[src/rtl/tc_array.sv]
// tc_array: NUM_CH independent down-counting timers behind a word-addressed
// register window (CTRL / PRESET / COUNT / STATUS per channel) with maskable irqs.
module tc_array #(
  parameter int NUM_CH = 2,
  parameter int CNT_W  = 32,
  parameter int ADDR_W = 5
) (
  input  logic              clk,
  input  logic              reset,
  input  logic [ADDR_W-1:0] addr,
  input  logic              we,
  input  logic [31:0]       din,
  output logic [31:0]       dout,
  output logic [NUM_CH-1:0] irq,
  output logic              irq_any
);

  localparam int CH_W = ADDR_W - 2;

  typedef enum logic [1:0] {
    ST_IDLE   = 2'd0,
    ST_LOAD   = 2'd1,
    ST_CNT    = 2'd2,
    ST_EXPIRE = 2'd3
  } state_t;

  logic [CH_W-1:0]        ch_s;
  logic [1:0]             reg_s;
  logic                   ch_ok_s;
  logic [NUM_CH-1:0][31:0] ctrl_rd_s;
  logic [NUM_CH-1:0][31:0] preset_rd_s;
  logic [NUM_CH-1:0][31:0] count_rd_s;
  logic [NUM_CH-1:0][31:0] status_rd_s;
  logic                   din_unused_s;

  assign ch_s         = addr[ADDR_W-1:2];
  assign reg_s        = addr[1:0];
  assign ch_ok_s      = (32'(ch_s) < 32'(NUM_CH));
  assign din_unused_s = ^din;

  for (genvar g = 0; g < NUM_CH; g++) begin : g_ch
    state_t           state_r;
    logic [7:0]       ctrl_r;
    logic [CNT_W-1:0] preset_r;
    logic [CNT_W-1:0] count_r;
    logic [3:0]       presc_r;
    logic             pending_r;
    logic             sel_s;
    logic             wr_ctrl_s;
    logic             wr_preset_s;
    logic             w1c_s;
    logic             stop_s;
    logic             go_s;
    logic             tick_s;
    logic             last_s;
    logic             expire_s;
    logic             reload_s;

    assign sel_s       = we && ch_ok_s && (32'(ch_s) == 32'(g));
    assign wr_ctrl_s   = sel_s && (reg_s == 2'd0);
    assign wr_preset_s = sel_s && (reg_s == 2'd1);
    assign w1c_s       = sel_s && (reg_s == 2'd3) && din[0];
    // A CTRL write with EN=0 stops the channel on its own write edge; enabling
    // only takes effect once EN is visible in the register.
    assign stop_s      = wr_ctrl_s ? ~din[0] : ~ctrl_r[0];
    assign go_s        = ctrl_r[0] & ~stop_s;
    // >= keeps the prescaler from wrapping if PS is lowered mid-count.
    assign tick_s      = (presc_r >= ctrl_r[7:4]);
    assign last_s      = (count_r <= CNT_W'(1));
    assign expire_s    = (state_r == ST_CNT) && !stop_s && tick_s && last_s;
    assign reload_s    = (ctrl_r[2:1] == 2'b01);

    // Software-visible registers: CTRL (with one-shot EN clear), PRESET, pending.
    always_ff @(posedge clk or negedge reset) begin
      if (!reset) begin
        ctrl_r    <= 8'd0;
        preset_r  <= {CNT_W{1'b0}};
        pending_r <= 1'b0;
      end else begin
        if (wr_ctrl_s) begin
          ctrl_r <= din[7:0];
        end else if ((state_r == ST_EXPIRE) && !reload_s) begin
          ctrl_r <= {ctrl_r[7:1], 1'b0};
        end else begin
          ctrl_r <= ctrl_r;
        end

        if (wr_preset_s) begin
          preset_r <= din[CNT_W-1:0];
        end else begin
          preset_r <= preset_r;
        end

        if (expire_s) begin
          pending_r <= 1'b1;
        end else if (w1c_s) begin
          pending_r <= 1'b0;
        end else begin
          pending_r <= pending_r;
        end
      end
    end

    // Channel sequencer: IDLE -> LOAD -> CNT -> EXPIRE, owning COUNT and prescaler.
    always_ff @(posedge clk or negedge reset) begin
      if (!reset) begin
        state_r <= ST_IDLE;
        count_r <= {CNT_W{1'b0}};
        presc_r <= 4'd0;
      end else begin
        case (state_r)
          ST_IDLE: begin
            if (go_s) begin
              state_r <= ST_LOAD;
            end else begin
              state_r <= ST_IDLE;
            end
          end
          ST_LOAD: begin
            if (stop_s) begin
              state_r <= ST_IDLE;
            end else begin
              count_r <= preset_r;
              presc_r <= 4'd0;
              state_r <= ST_CNT;
            end
          end
          ST_CNT: begin
            if (stop_s) begin
              state_r <= ST_IDLE;
            end else if (tick_s) begin
              presc_r <= 4'd0;
              if (last_s) begin
                count_r <= {CNT_W{1'b0}};
                state_r <= ST_EXPIRE;
              end else begin
                count_r <= count_r - CNT_W'(1);
              end
            end else begin
              presc_r <= presc_r + 4'd1;
            end
          end
          ST_EXPIRE: begin
            if (stop_s || !reload_s) begin
              state_r <= ST_IDLE;
            end else begin
              state_r <= ST_LOAD;
            end
          end
          default: begin
            state_r <= ST_IDLE;
          end
        endcase
      end
    end

    assign ctrl_rd_s[g]   = {24'd0, ctrl_r};
    assign preset_rd_s[g] = 32'(preset_r);
    assign count_rd_s[g]  = 32'(count_r);
    assign status_rd_s[g] = {31'd0, pending_r};
    assign irq[g]         = pending_r & ctrl_r[3];
  end

  // Read mux: OR of per-channel words, only the addressed in-range channel contributes.
  always_comb begin
    logic [31:0] word_s;
    dout = 32'd0;
    for (int i = 0; i < NUM_CH; i++) begin
      case (reg_s)
        2'd0:    word_s = ctrl_rd_s[i];
        2'd1:    word_s = preset_rd_s[i];
        2'd2:    word_s = count_rd_s[i];
        default: word_s = status_rd_s[i];
      endcase
      dout = dout | ((ch_ok_s && (32'(ch_s) == 32'(i))) ? word_s : 32'd0);
    end
  end

  assign irq_any = |irq;

endmodule

[config.mk]
export PLATFORM = sky130hd
export DESIGN_NAME = tc_array
export DESIGN_NICKNAME = d
export VERILOG_FILES = /design/src/rtl/tc_array.sv
export SDC_FILE = /design/constraint.sdc
export NUM_CORES = 1
export LEC_CHECK = 0
export ABC_CLOCK_PERIOD_IN_PS = 2500
export BUFFER_PORTS_ARGS = -buffer_cell sky130_fd_sc_hd__clkbuf_2
export CORE_ASPECT_RATIO = 1.4
export CORE_MARGIN = 2
export CORE_UTILIZATION = 50
export CTS_CLUSTER_DIAMETER = 120
export DETAILED_ROUTE_END_ITERATION = 10
export PLACE_DENSITY = 0.77
export SYNTH_ARGS = -nofsm -noshare
export SYNTH_HDL_FRONTEND = slang
export SYNTH_SLANG_ARGS = --single-unit
[constraint.sdc]
create_clock -name clk -period 2.5 [get_ports clk]
set_input_delay 0.125 -clock clk [delete_from_list [all_inputs] [get_ports clk]]
set_output_delay 0.125 -clock clk [all_outputs]
set_load 0.05 [all_outputs]
; Word level (Yosys, flattened, before mapping)
; Index checks and enable logic that the tools add are counted.
[word_totals]
register_bits = 158
in_bits = 40
output_inout_bits = 35
word_cells = 145
[classes]
n_addsub = 4
order_cmp = 5
n_eq_ne = 22
mux = 46
n_bitwise = 10
reduce_logical = 44
[op_table]
columns = operator, count
row1 = 2-to-1 mux 32 bit, 10
row2 = case mux 32 bit (3 select lines), 2
row3 = case mux 32 bit (2 select lines), 2
row4 = less-or-equal comparator 32 x 1 -> 1 bit (second input constant), 2
row5 = subtractor 32 x 1 -> 32 bit (second input constant), 2
row6 = bitwise OR 32 bit, 1
row7 = 2-to-1 mux 4 bit, 6
row8 = logical AND 1 bit, 21
row9 = 2-to-1 mux 2 bit, 8
row10 = 2-to-1 mux 8 bit, 2
row11 = case mux 2 bit (4 select lines), 2
row12 = case mux 4 bit (2 select lines), 2
row13 = == test 2 bit (second input constant), 6
row14 = 2-to-1 mux 1 bit, 12
row15 = != test 2 bit (second input constant), 6
row16 = != test 3 bit (second input constant), 4
row17 = nonzero test 2 bit, 6
row18 = == test 2 x 1 -> 1 bit (second input constant), 5
row19 = adder 4 x 1 -> 4 bit (second input constant), 2
row20 = >= comparator 4 bit, 2
row21 = AND reduction 4 bit, 2
row22 = zero test 2 bit, 3
row23 = AND reduction 3 bit, 2
row24 = inverter 1 bit, 5
row25 = other kinds (8), 16

; Depth between registers and ports, before layout
; Gate-level depths: netlist (run 1).
[depth]
depth_word = 10
depth_mapped = 10

; Least setup slack after synthesis (run 1)
; OpenSTA, ideal clock, no wires.
[synth_timing]
path_kind = reg-to-reg
from = register g_ch[1].count_r[14]
to = register g_ch[1].count_r[27]
setup_time_ns = 0.121
t_arrival_ns = 2.336
required_ns = 2.379
path_slack_ns = 0.043
path_stages_with_launch = 8
path_buffers = 1
cell_sequence = dfrtp_1 or4_4 or3_4 buf_6 or4_4 nor3_2 o21ai_0 a22o_1
[synth_via]
elab_chain_cells = 5
[synth_rtl]
columns = item, line
row1 = from (decl), 45  ; logic [CNT_W-1:0] count_r;
row2 = from (signal assigned), 108  ; count_r <= {CNT_W{1'b0}};
row3 = from (signal assigned), 123  ; count_r <= preset_r;
row4 = from (signal assigned), 134  ; count_r <= {CNT_W{1'b0}};
row5 = subtractor 32 x 1 -> 32 bit / less-or-equal comparator 32 x 1 -> 1 bit (equally long branches), "137, 69"
row6 = 2-to-1 mux 32 bit *, 133  ; if (last_s) begin
row7 = 2-to-1 mux 32 bit *, 131  ; end else if (tick_s) begin
row8 = 2-to-1 mux 32 bit *, 129  ; if (stop_s) begin
row9 = case mux 32 bit (2 select lines) *, 111  ; case (state_r)
; Every way passes the cells marked *; elsewhere a longest branch is shown, timed or not. The select of a mux whose other input is x is not followed.
; A chain may end at the register's enable or synchronous reset.

; Worst setup path after layout (run 1)
[layout_timing]
from = register g_ch[1].count_r[14]
to = register g_ch[1].count_r[28]
; The elaborated chain is that of the path after synthesis.

==> flow_metrics.py, run 1 <==
metrics = {
    "cells_and_area": {
        "layout-drive-gt1-share_pct": 27.62,
        "stdcell_area_mm2": 0.01114,
        "final_util_pct": 62.17,
        "mostFrequentLayoutCells": "158 x dfrtp_1, 80 x o21ai_0, 78 x mux2_2, 73 x clkbuf_2, 67 x buf_4",
        "area_delta_synth_final_pct": 22.62,
        "nets": 1120,
        "fillCellCount": 1432,
        "layout_commonest_cell": "dfrtp_1",
        "antennaDiodeCount": 0,
        "final_cells": 1319,
    },
    "status": {
        "outcome": "finished clean",
    },
    "logic_synthesis": {
        "synth-edff-count": 0,
        "synth_area_mm2": 0.009087,
        "postSynthAreaPerCell_um2": 9.698,
        "syn_inst": 937,
        "async_reset_ff_share_pct": 100.0,
        "ys_ff_latch": 158,
        "ys_warn_count": 0,
        "synthesis.nets": 991,
        "synth.distinct_cells": 59,
        "ys_seq_area_share_pct": 43.51,
        "synth_ff_type": "dfrtp_1",
    },
    "timing": {
        "worst_pin_slew_ps": 697.8,
        "fin_skew_ps": 9.898,
        "hold_viol": 0,
        "clock.fmax_mhz": 402.0,
        "rsz0062_at_grt": "yes",
        "slew_headroom_pct": 53.27,
        "period_minus_slack_ps": 2488,
        "hold_slack_ps": 32.45,
        "report.final.slew_viol_count": 0,
        "post-route-period-util_pct": 99.51,
        "finalSetupTns_ps": 0,
        "setup_viol": 0,
    },
    "power_and_ir_drop": {
        "intPower_uw": 5840,
        "power.switching_uw": 3182,
        "pwr-share-comb_pct": 30.3,
        "p_leak_uw": 0.004772,
        "p_clk_share_pct": 29.5,
        "swShare_pct": 35.27,
        "power_density_mw_per_mm2": 809.7,
        "vdd_ir_drop_max_mv": 0.3767,
        "pwr-share-seq_pct": 40.2,
    },
    "floorplan": {
        "dieArea_mm2": 0.01929,
        "io_pins": 75,
        "core-area_mm2": 0.01792,
        "fp.dieW_um": 117.9,
        "fp-row-count": 58,
        "die_h_um": 163.5,
        "initial_utilization_pct": 50.70,
    },
    "worst_setup_path": {
        "slowest_delay_ps": 560,
        "cp-end-kind": "flop",
        "crit_arrival_ps": 2850,
        "cp_num_buf_inv": 0,
        "cp_cell_sequence": "or4_4 > or3_4 > or4_4 > a21o_1 > o31ai_2 > a22o_1",
        "cp_common_cell": "or4_4",
        "crit_fanout": 9,
        "critical_path_class": "reg2reg",
        "path_delay_family": "simple AND/OR/NAND/NOR gates",
        "critPathSlowestCell": "or4_4",
        "cp-start-kind": "flop",
        "critPathRequiredTime_ps": 2870,
    },
    "clock_tree": {
        "h-tree-depth": 4,
        "cts_tree": "built",
        "cts-root-buf": "clkbuf_16",
        "numCtsBuffers": 17,
        "path_clk_slew_ps": 70,
        "clock_latency_ps": 430,
        "clock_sinks": 158,
        "cts_max_path_buffers": 2,
    },
    "global_route": {
        "gr-total-overflow": 0,
        "antenna_found_initial": 0,
        "grt_pass1_wl_mm": 45.06,
        "grt_pass1_vias": 8368,
        "grt_max_degree": 71,
        "grt_usage_pct": 29.66,
    },
    "hold_path": {
        "holdCritPathClass": "in2reg",
    },
    "drt": {
        "vias": 8706,
        "drt.antenna.violating_nets": 0,
        "drtIter0Drc": 939,
        "wl_per_cell_um": 21.76,
        "viasPerCell": 6.600,
        "drc": 0,
        "wirelength_mm": 28.71,
        "drtPass1Iterations": 5,
    },
    "place": {
        "place_hpwl_mm": 20.20,
        "io_buffers": 74,
        "placed_area_mm2": 0.01014,
        "gp_congestion": 1.002,
        "dp.cells": 1257,
    },
    "job": {
        "maxCapViolations": 0,
    },
}
-- kinds of logic (layout without fill, tap and decap cells) --
| logic type | after synthesis | in the layout | share of synthesized area, % |
|---|---|---|---|
| xor gates and xnor gates | 2 | 2 | 0.1928 |
| muxes | 96 | 96 | 12.20 |
| and+or+nand+nor | 229 | 229 | 13.42 |
| buffers and inverters | 105 | 247 | 4.585 |
| DFF | 158 | 158 | 43.51 |
| AOI/OAI and AO/OA | 333 | 333 | 24.16 |
| adders and majority gates | 14 | 14 | 1.928 |
-- Yosys cell counts, drive strengths merged, types with 15 or more instances --
library cell  number  share of area, %
a21oi             55               3.0
a22o              15               1.4
a22oi             60               5.0
a32oi             18               1.7
clkbuf            54               2.2
dfrtp            158                44
inv               37               1.5
mux2              78               9.7
mux2i             16               2.0
nand2             45               1.9
nor2              54               2.2
nor3              26               1.5
nor4              20               1.4
o21ai             82               4.5
o22ai             40               2.8
o2bb2ai           16               1.5
-- flip-flops by register name, summed over array words and instances, names as in the netlist --
signal and cells:
g_ch.count_r 64, g_ch.ctrl_r 16, g_ch.pending_r 2, g_ch.presc_r 8, g_ch.preset_r 64, g_ch.state_r 4
-- power by group through the flow --
stage	combinational (uW)	clock, uW	sequential (uW)
6_report	2730	2660	3630
5_1_grt	2950	2770	3690
4_1_cts	2610	2670	3590
3_5_place_dp	2540	0	3630
3_3_place_gp	2470	0	3610
2_1_floorplan	1690	0	3450
-- final cells by class --
| type | count | area (um2) | area share (%) |
|---|---|---|---|
| inverter | 37 | 138.9 | 1.246 |
| sequential | 158 | 3954 | 35.48 |
| tap | 240 | 300.3 | 2.695 |
| multi-input combinational | 674 | 4832 | 43.36 |
| clock buffer | 21 | 470.5 | 4.222 |
| clock inverter | 11 | 131.4 | 1.179 |
| timing repair buffer | 178 | 1316 | 11.81 |
-- routing by layer --
| metal | wire length (um) | share of wire (%) | up-vias | track usage, % |
|---|---|---|---|---|
| met5 | 0 | 0 | - | 0 |
| li1 | - | - | 3834 | - |
| met2 | 14080 | 49 | 501 | 50.13 |
| met4 | 1666 | 5.8 | 0 | 17.09 |
| met1 | 10760 | 37 | 4250 | 35.61 |
| met3 | 2192 | 7.6 | 121 | 5.447 |
-- metrics by stage --
step	setup WS [ps]	power, uW
6_report	12.13	9022
2_1_floorplan	43.31	5136
4_1_cts	0.5256	8867
3_5_place_dp	17.63	6168
5_1_grt	-60.56	9412
3_3_place_gp	90.00	6083
-- worst register-to-register path: stages (launching register included) --
cell     delay (ps)
dfrtp_1         380
or4_4           530
or3_4           410
or4_4           560
a21o_1          190
o31ai_2         180
a22o_1          170
-- what timing repair did --
item | CTS | global route
hold buffers | 28 | 0
endpoints found under the setup margin | 2 | 48
resized for setup | 1 | 24
setup buffers | 0 | 1
gates cloned | 0 | 1
hold endpoints to repair | 122 | 0
-- worst paths after layout --
check	from	to	cells past startpoint	slack (ps)
worst max-delay path	g_ch[1].count_r[14]$_DFFE_PN0P_	g_ch[1].count_r[28]$_DFFE_PN0P_	6	10
worst min-delay path	din[6]	g_ch[0].ctrl_r[6]$_DFFE_PN0P_	2	30
worst max register to register	g_ch[1].count_r[14]$_DFFE_PN0P_	g_ch[1].count_r[28]$_DFFE_PN0P_	6	10
worst min register to register	g_ch[1].count_r[10]$_DFFE_PN0P_	g_ch[1].count_r[10]$_DFFE_PN0P_	1	520
max in group asynchronous	reset	g_ch[1].count_r[21]$_DFFE_PN0P_	3	1530
min in group asynchronous	reset	g_ch[0].presc_r[1]$_DFFE_PN0P_	2	280
No activity file was read; power rests on OpenSTA's default activity.
==> run 2: changes to the inputs <==
--- a/config.mk
+++ b/config.mk
@@ -5,6 +5,7 @@
 export SDC_FILE = /design/constraint.sdc
 export NUM_CORES = 1
 export LEC_CHECK = 0
+export ABC_AREA = 1
 export ABC_CLOCK_PERIOD_IN_PS = 2500
 export BUFFER_PORTS_ARGS = -buffer_cell sky130_fd_sc_hd__clkbuf_2
 export CORE_ASPECT_RATIO = 1.4
==> flow_metrics.py, run 2 <==
metrics = {
    "drt": {
        "drtPass1Iterations": 6,
        "viasPerCell": 5.596,
        "wirelength_mm": 32.06,
        "wl_per_cell_um": 17.44,
        "drc": 0,
        "vias": 10286,
        "drt.antenna.violating_nets": 0,
        "drtIter0Drc": 908,
    },
    "logic_synthesis": {
        "synth_area_leaders": "dfrtp_1 39%, nand2_1 20%, inv_1 6.3%, nor2_1 6.3%, o21ai_0 5.7%",
        "synth_ff_type": "dfrtp_1",
        "netlist.area_leader.share_pct": 39.00,
        "synth-edff-count": 0,
        "synth.most_common_cell": "nand2_1",
        "ys_ff_latch": 158,
        "synth_area_mm2": 0.01014,
        "yosysTopAreaCell": "dfrtp_1",
        "synthesis.nets": 1538,
        "async_reset_ff_share_pct": 100.0,
        "ys_seq_area_share_pct": 39.00,
        "synth.distinct_cells": 35,
        "synth_commonest_cells": "528 x nand2_1, 171 x inv_1, 170 x nor2_1, 158 x dfrtp_1, 115 x o21ai_0",
        "postSynthAreaPerCell_um2": 6.832,
        "syn_inst": 1484,
        "ys_warn_count": 0,
    },
    "cells_and_area": {
        "mostFrequentLayoutCells": "527 x nand2_1, 171 x inv_1, 170 x nor2_1, 158 x dfrtp_1, 115 x o21ai_0",
        "final_cells": 1838,
        "nets": 1629,
        "antennaDiodeCount": 0,
        "area_delta_synth_final_pct": 19.13,
        "layout-drive-gt1-share_pct": 11.35,
        "layout_commonest_cell": "nand2_1",
        "largestRegisters": "g_ch.count_r: 64 flops, g_ch.preset_r: 64 flops, g_ch.ctrl_r: 16 flops",
    },
    "worst_setup_path": {
        "crit_arrival_ps": 2500,
        "slowest_delay_ps": 400,
        "crit_fanout": 6,
        "cp-end-kind": "flop",
        "critPathSlowestCell": "dfrtp_1",
        "cp-start-kind": "flop",
        "critPathRequiredTime_ps": 2830,
        "crit_start": "g_ch[1].count_r[1]$_DFFE_PN0P_",
        "cp_num_buf_inv": 1,
        "reg2reg_from": "g_ch[1].count_r[1]$_DFFE_PN0P_",
        "path_delay_family": "simple AND/OR/NAND/NOR gates",
        "cp_common_cell": "nand2_1",
        "cp_cell_sequence": "inv_1 > ha_1 > nand3_1 > nor2_1 > nand2_1 > nor2_1 > nand2_1 > o21ai_0 > nand2_1 > nand2_1 > nand2_1",
        "critical_path_class": "reg2reg",
    },
    "clock_tree": {
        "post_cts_buffers": 0,
        "clock_sinks": 158,
        "path_clk_slew_ps": 60,
        "numCtsBuffers": 17,
        "h-tree-depth": 4,
        "clock_latency_ps": 440,
        "cts_max_path_buffers": 2,
        "cts_tree": "built",
        "cts-root-buf": "clkbuf_16",
    },
    "job": {
        "maxCapViolations": 0,
    },
    "place": {
        "gp_congestion": 0.9772,
        "dp.cells": 1778,
        "place_hpwl_mm": 23.16,
        "io_buffers": 74,
    },
    "timing": {
        "hold_viol": 0,
        "fin_skew_ps": 10.16,
        "report.final.slew_viol_count": 0,
        "rsz0062_at_grt": "no",
        "slew_headroom_pct": 50.77,
        "clock.fmax_mhz": 459.4,
        "setup_viol": 0,
        "finalSetupTns_ps": 0,
        "post-route-period-util_pct": 87.06,
        "worst_pin_slew_ps": 737.3,
        "period_minus_slack_ps": 2177,
    },
    "global_route": {
        "antenna_found_initial": 0,
        "grt_usage_pct": 29.77,
        "grt_pass1_vias": 9692,
        "grt_pass1_wl_mm": 50.43,
        "grt_max_degree": 58,
        "gr-total-overflow": 0,
    },
    "power_and_ir_drop": {
        "power.switching_uw": 5645,
        "pwr-share-seq_pct": 30.6,
        "vdd_ir_drop_max_mv": 0.5188,
        "power_density_mw_per_mm2": 1009,
        "p_leak_uw": 0.006293,
        "swShare_pct": 46.34,
        "p_clk_share_pct": 21.7,
        "pwr-share-comb_pct": 47.7,
        "intPower_uw": 6537,
    },
    "floorplan": {
        "fp.dieW_um": 124.3,
        "initial_utilization_pct": 51.09,
        "die_h_um": 172.5,
        "dieArea_mm2": 0.02145,
        "core-area_mm2": 0.01984,
        "fp-row-count": 61,
        "io_pins": 75,
    },
    "hold_path": {
        "hp-start": "din[6]",
        "holdCritPathClass": "in2reg",
    },
    "status": {
        "outcome": "finished clean",
    },
}
## run 2: tightest hold or removal path: stages
cell,delay [ps]
clkbuf_2,160
nand2_1,70
o21ai_0,60
## run 2: layout make-up
| type | count | area [um2] |
|---|---|---|
| clock buffers | 19 | 452.9 |
| clock inverters | 11 | 136.4 |
| fillers | 1797 | 7766 |
| inverters | 175 | 656.9 |
| multi-input cells | 1100 | 5283 |
| flip-flops and latches | 158 | 3954 |
| well taps | 252 | 315.3 |
| repair buffers | 123 | 1280 |
## run 2: what timing repair did
| action | in CTS | in global routing |
|---|---|---|
| endpoints found under the hold margin | 96 | 0 |
| hold buffers | 30 | 0 |
| resized for setup | 0 | 0 |
## run 2: final timing paths
check,slack (ps),to,cells after the start
min in group asynchronous,180,g_ch[1].ctrl_r[5]$_DFFE_PN0P_,2
max in group asynchronous,1560,g_ch[0].count_r[28]$_DFFE_PN0P_,3
worst min-delay path,20,g_ch[0].ctrl_r[6]$_DFFE_PN0P_,3
worst max register to register,320,g_ch[1].count_r[26]$_DFFE_PN0P_,11
worst max-delay path,320,g_ch[1].count_r[26]$_DFFE_PN0P_,11
worst min register to register,490,g_ch[1].preset_r[0]$_DFFE_PN0P_,2
## run 2: power by group through the flow
stage / logic [uW] / registers [uW] / clock network, uW
after global routing: 6560 / 3800 / 2760
final: 5810 / 3730 / 2640
after detailed placement: 5640 / 3740 / 0
after floorplan: 4180 / 3560 / 0
after CTS: 5720 / 3710 / 2660
after global placement: 5550 / 3730 / 0
## run 2: kinds of logic (layout without fill, tap and decap cells)
family	after synthesis	in the layout	share of synthesized area [%]
and+or+nand+nor	796	796	31.68
AOI/OAI and AO/OA	239	239	13.60
buffers and inverters	226	328	8.972
DFF	158	158	39.00
xor gates and xnor gates	26	26	2.246
muxes	25	25	2.777
adders and majority gates	14	14	1.728
## run 2: per-layer routing
| metal | vias to the layer above | track usage [%] | part of all wire, % |
|---|---|---|---|
| met5 | - | 0 | 0 |
| met1 | 4789 | 36.27 | 39 |
| li1 | 4930 | - | - |
| met2 | 463 | 51.44 | 49 |
| met3 | 104 | 3.682 | 6.1 |
| met4 | 0 | 16.61 | 5.1 |
## run 2: metrics by stage
stage | power (uW) | hold WS [ps] | utilization (%) | cell area (um2) | setup WS (ps)
2_1_floorplan | 7742 | -170.6 | - | 10140 | 639.0
3_5_place_dp | 9380 | 83.02 | 56.38 | 11190 | 364.0
3_3_place_gp | 9278 | 87.07 | 56.38 | 11190 | 451.4
6_report | 12180 | 19.09 | 60.86 | 12080 | 323.4
4_1_cts | 12090 | 12.70 | 60.86 | 12080 | 349.2
5_1_grt | 13120 | 39.51 | 60.86 | 12080 | 127.8
==> run 3: changes to the inputs <==
--- a/config.mk
+++ b/config.mk
@@ -9,11 +9,10 @@
 export ABC_CLOCK_PERIOD_IN_PS = 2500
 export BUFFER_PORTS_ARGS = -buffer_cell sky130_fd_sc_hd__clkbuf_2
 export CORE_ASPECT_RATIO = 1.4
-export CORE_MARGIN = 2
 export CORE_UTILIZATION = 50
 export CTS_CLUSTER_DIAMETER = 120
 export DETAILED_ROUTE_END_ITERATION = 10
-export PLACE_DENSITY = 0.77
+export PLACE_DENSITY = 0.71
 export SYNTH_ARGS = -nofsm -noshare
 export SYNTH_HDL_FRONTEND = slang
 export SYNTH_SLANG_ARGS = --single-unit
==> flow_metrics.py, run 3 (synthesized netlist as in run 2, its figures left out) <==
metrics = {
    "status": {
        "outcome": "finished clean",
    },
    "worst_setup_path": {
        "path_delay_family": "simple AND/OR/NAND/NOR gates",
        "cp_common_cell": "nand2_1",
        "slowest_delay_ps": 410,
        "cp-start-kind": "flop",
        "critical_path_class": "reg2reg",
        "crit_fanout": 6,
        "cp-end-kind": "flop",
        "cp_num_buf_inv": 1,
        "critPathRequiredTime_ps": 2870,
        "critPathSlowestCell": "dfrtp_1",
        "cp_cell_sequence": "inv_1 > ha_1 > nand3_1 > nor2_1 > nand2_1 > nor2_1 > nand2_1 > nand2_1 > nand3_1 > a21oi_1",
        "crit_arrival_ps": 2620,
    },
    "drt": {
        "drc": 0,
        "wirelength_mm": 31.38,
        "vias": 10144,
        "drtPass1Iterations": 5,
        "drt.antenna.violating_nets": 0,
        "viasPerCell": 5.525,
        "wl_per_cell_um": 17.09,
        "drtIter0Drc": 891,
    },
    "power_and_ir_drop": {
        "power_density_mw_per_mm2": 999.0,
        "vdd_ir_drop_max_mv": 0.5551,
        "p_leak_uw": 0.006266,
    },
    "floorplan": {
        "fp-row-count": 61,
        "dieArea_mm2": 0.02086,
        "fp.dieW_um": 122.3,
        "io_pins": 75,
        "initial_utilization_pct": 51.09,
        "die_h_um": 170.5,
        "core-area_mm2": 0.01984,
    },
    "timing": {
        "report.final.slew_viol_count": 0,
        "finalSetupTns_ps": 0,
        "setup_viol": 0,
        "period_minus_slack_ps": 2243,
        "worst_pin_slew_ps": 878.4,
        "fin_skew_ps": 11.39,
        "rsz0062_at_grt": "no",
        "clock.fmax_mhz": 445.7,
        "hold_slack_ps": 7.727,
        "post-route-period-util_pct": 89.74,
        "slew_headroom_pct": 41.23,
        "hold_viol": 0,
    },
    "cells_and_area": {
        "layout_commonest_cell": "nand2_1",
        "largestRegisters": "g_ch.count_r: 64 flops, g_ch.preset_r: 64 flops, g_ch.ctrl_r: 16 flops",
        "layout-drive-gt1-share_pct": 11.30,
        "nets": 1625,
        "mostFrequentLayoutCells": "527 x nand2_1, 171 x inv_1, 170 x nor2_1, 158 x dfrtp_1, 115 x o21ai_0",
        "fillCellCount": 1851,
        "final_util_pct": 60.59,
        "area_delta_synth_final_pct": 18.60,
        "antennaDiodeCount": 0,
    },
    "clock_tree": {
        "numCtsBuffers": 17,
        "cts_max_path_buffers": 2,
        "clock_sinks": 158,
        "cts-root-buf": "clkbuf_16",
        "h-tree-depth": 4,
        "path_clk_slew_ps": 70,
        "clock_latency_ps": 440,
        "cts_tree": "built",
    },
    "global_route": {
        "gr-total-overflow": 0,
        "grt_max_degree": 59,
        "antenna_found_initial": 0,
        "grt_pass1_wl_mm": 50.65,
        "grt_usage_pct": 31.87,
        "grt_pass1_vias": 9504,
    },
    "place": {
        "gp_congestion": 0.9746,
        "io_buffers": 74,
        "place_hpwl_mm": 23.04,
    },
    "job": {
        "maxCapViolations": 0,
    },
    "hold_path": {
        "holdCritPathClass": "in2reg",
    },
}
-- run 3: changes by cell type in the layout (fill, tap and decap cells not counted), sizes merged --
| cell | delta |
|---|---|
| clkinv | +2 |
| dlygate4sd3 | -3 |
| bufinv | -2 |
| buf | -1 |
| clkbuf | +1 |
| inv | +1 |
-- run 3: final timing paths --
check                                                 from                         endpoint  slack [ps]  cells past startpoint
max                         g_ch[1].count_r[0]$_DFFE_PN0P_  g_ch[1].count_r[30]$_DFFE_PN0P_         260                     10
min                                                 din[1]    g_ch[0].ctrl_r[1]$_DFFE_PN0P_           8                      3
max reg2reg                 g_ch[1].count_r[0]$_DFFE_PN0P_  g_ch[1].count_r[30]$_DFFE_PN0P_         260                     10
min reg2reg                g_ch[1].preset_r[0]$_DFFE_PN0P_  g_ch[1].preset_r[0]$_DFFE_PN0P_         510                      2
max in group asynchronous                            reset   g_ch[1].count_r[5]$_DFFE_PN0P_        1590                      3
min in group asynchronous                            reset  g_ch[0].count_r[13]$_DFFE_PN0P_         190                      2
-- run 3: timing repair --
action                    4_1_cts  5_1_grt
hold buffers                   27        0
resized for setup               0        0
hold endpoints to repair       98        0
setup buffers                   0        0
-- run 3: cell type report --
type | count | area [um2] | area share [%]
inverters | 175 | 656.9 | 5.463
multi-input cells | 1100 | 5283 | 43.93
flip-flops and latches | 158 | 3954 | 32.88
repair buffers | 119 | 1280 | 10.65
clock buffers | 20 | 446.7 | 3.715
well taps | 252 | 315.3 | 2.622
clock inverters | 12 | 88.84 | 0.7388
-- run 3: layer usage --
layer / share of wire, % / track usage (%) / vias up
met5: 0 / 0 / -
met2: 49 / 51.47 / 371
met1: 41 / 41.93 / 4767
met4: 3.9 / 14.42 / 0
met3: 5.9 / 4.625 / 79
li1: - / - / 4927
-- run 3: through the flow --
stage / setup WS (ps) / power (uW) / instances / cell area, um2
floorplan: 639.0 / 7742 / 1484 / 10140
global placement: 385.6 / 9381 / 1777 / 11220
detailed placement: 315.6 / 9467 / 1777 / 11220
CTS: 295.5 / 11960 / 1836 / 12020
global route: 30.35 / 12930 / 1836 / 12020
finish: 256.6 / 12010 / 1836 / 12020
-- run 3: worst reg2reg max path, stage by stage (launching register included) --
cell and delay, ps:
dfrtp_1 410, inv_1 120, ha_1 250, nand3_1 260, nor2_1 380, nand2_1 160
nor2_1 230, nand2_1 90, nand2_1 60, nand3_1 70, a21oi_1 160
-- run 3: report_power, final --
group          internal, uW  leakage, uW  switching [uW]
Clock                  1300     0.000253            1140
Sequential             3130      0.00199             590
Combinational          1900      0.00403            3950
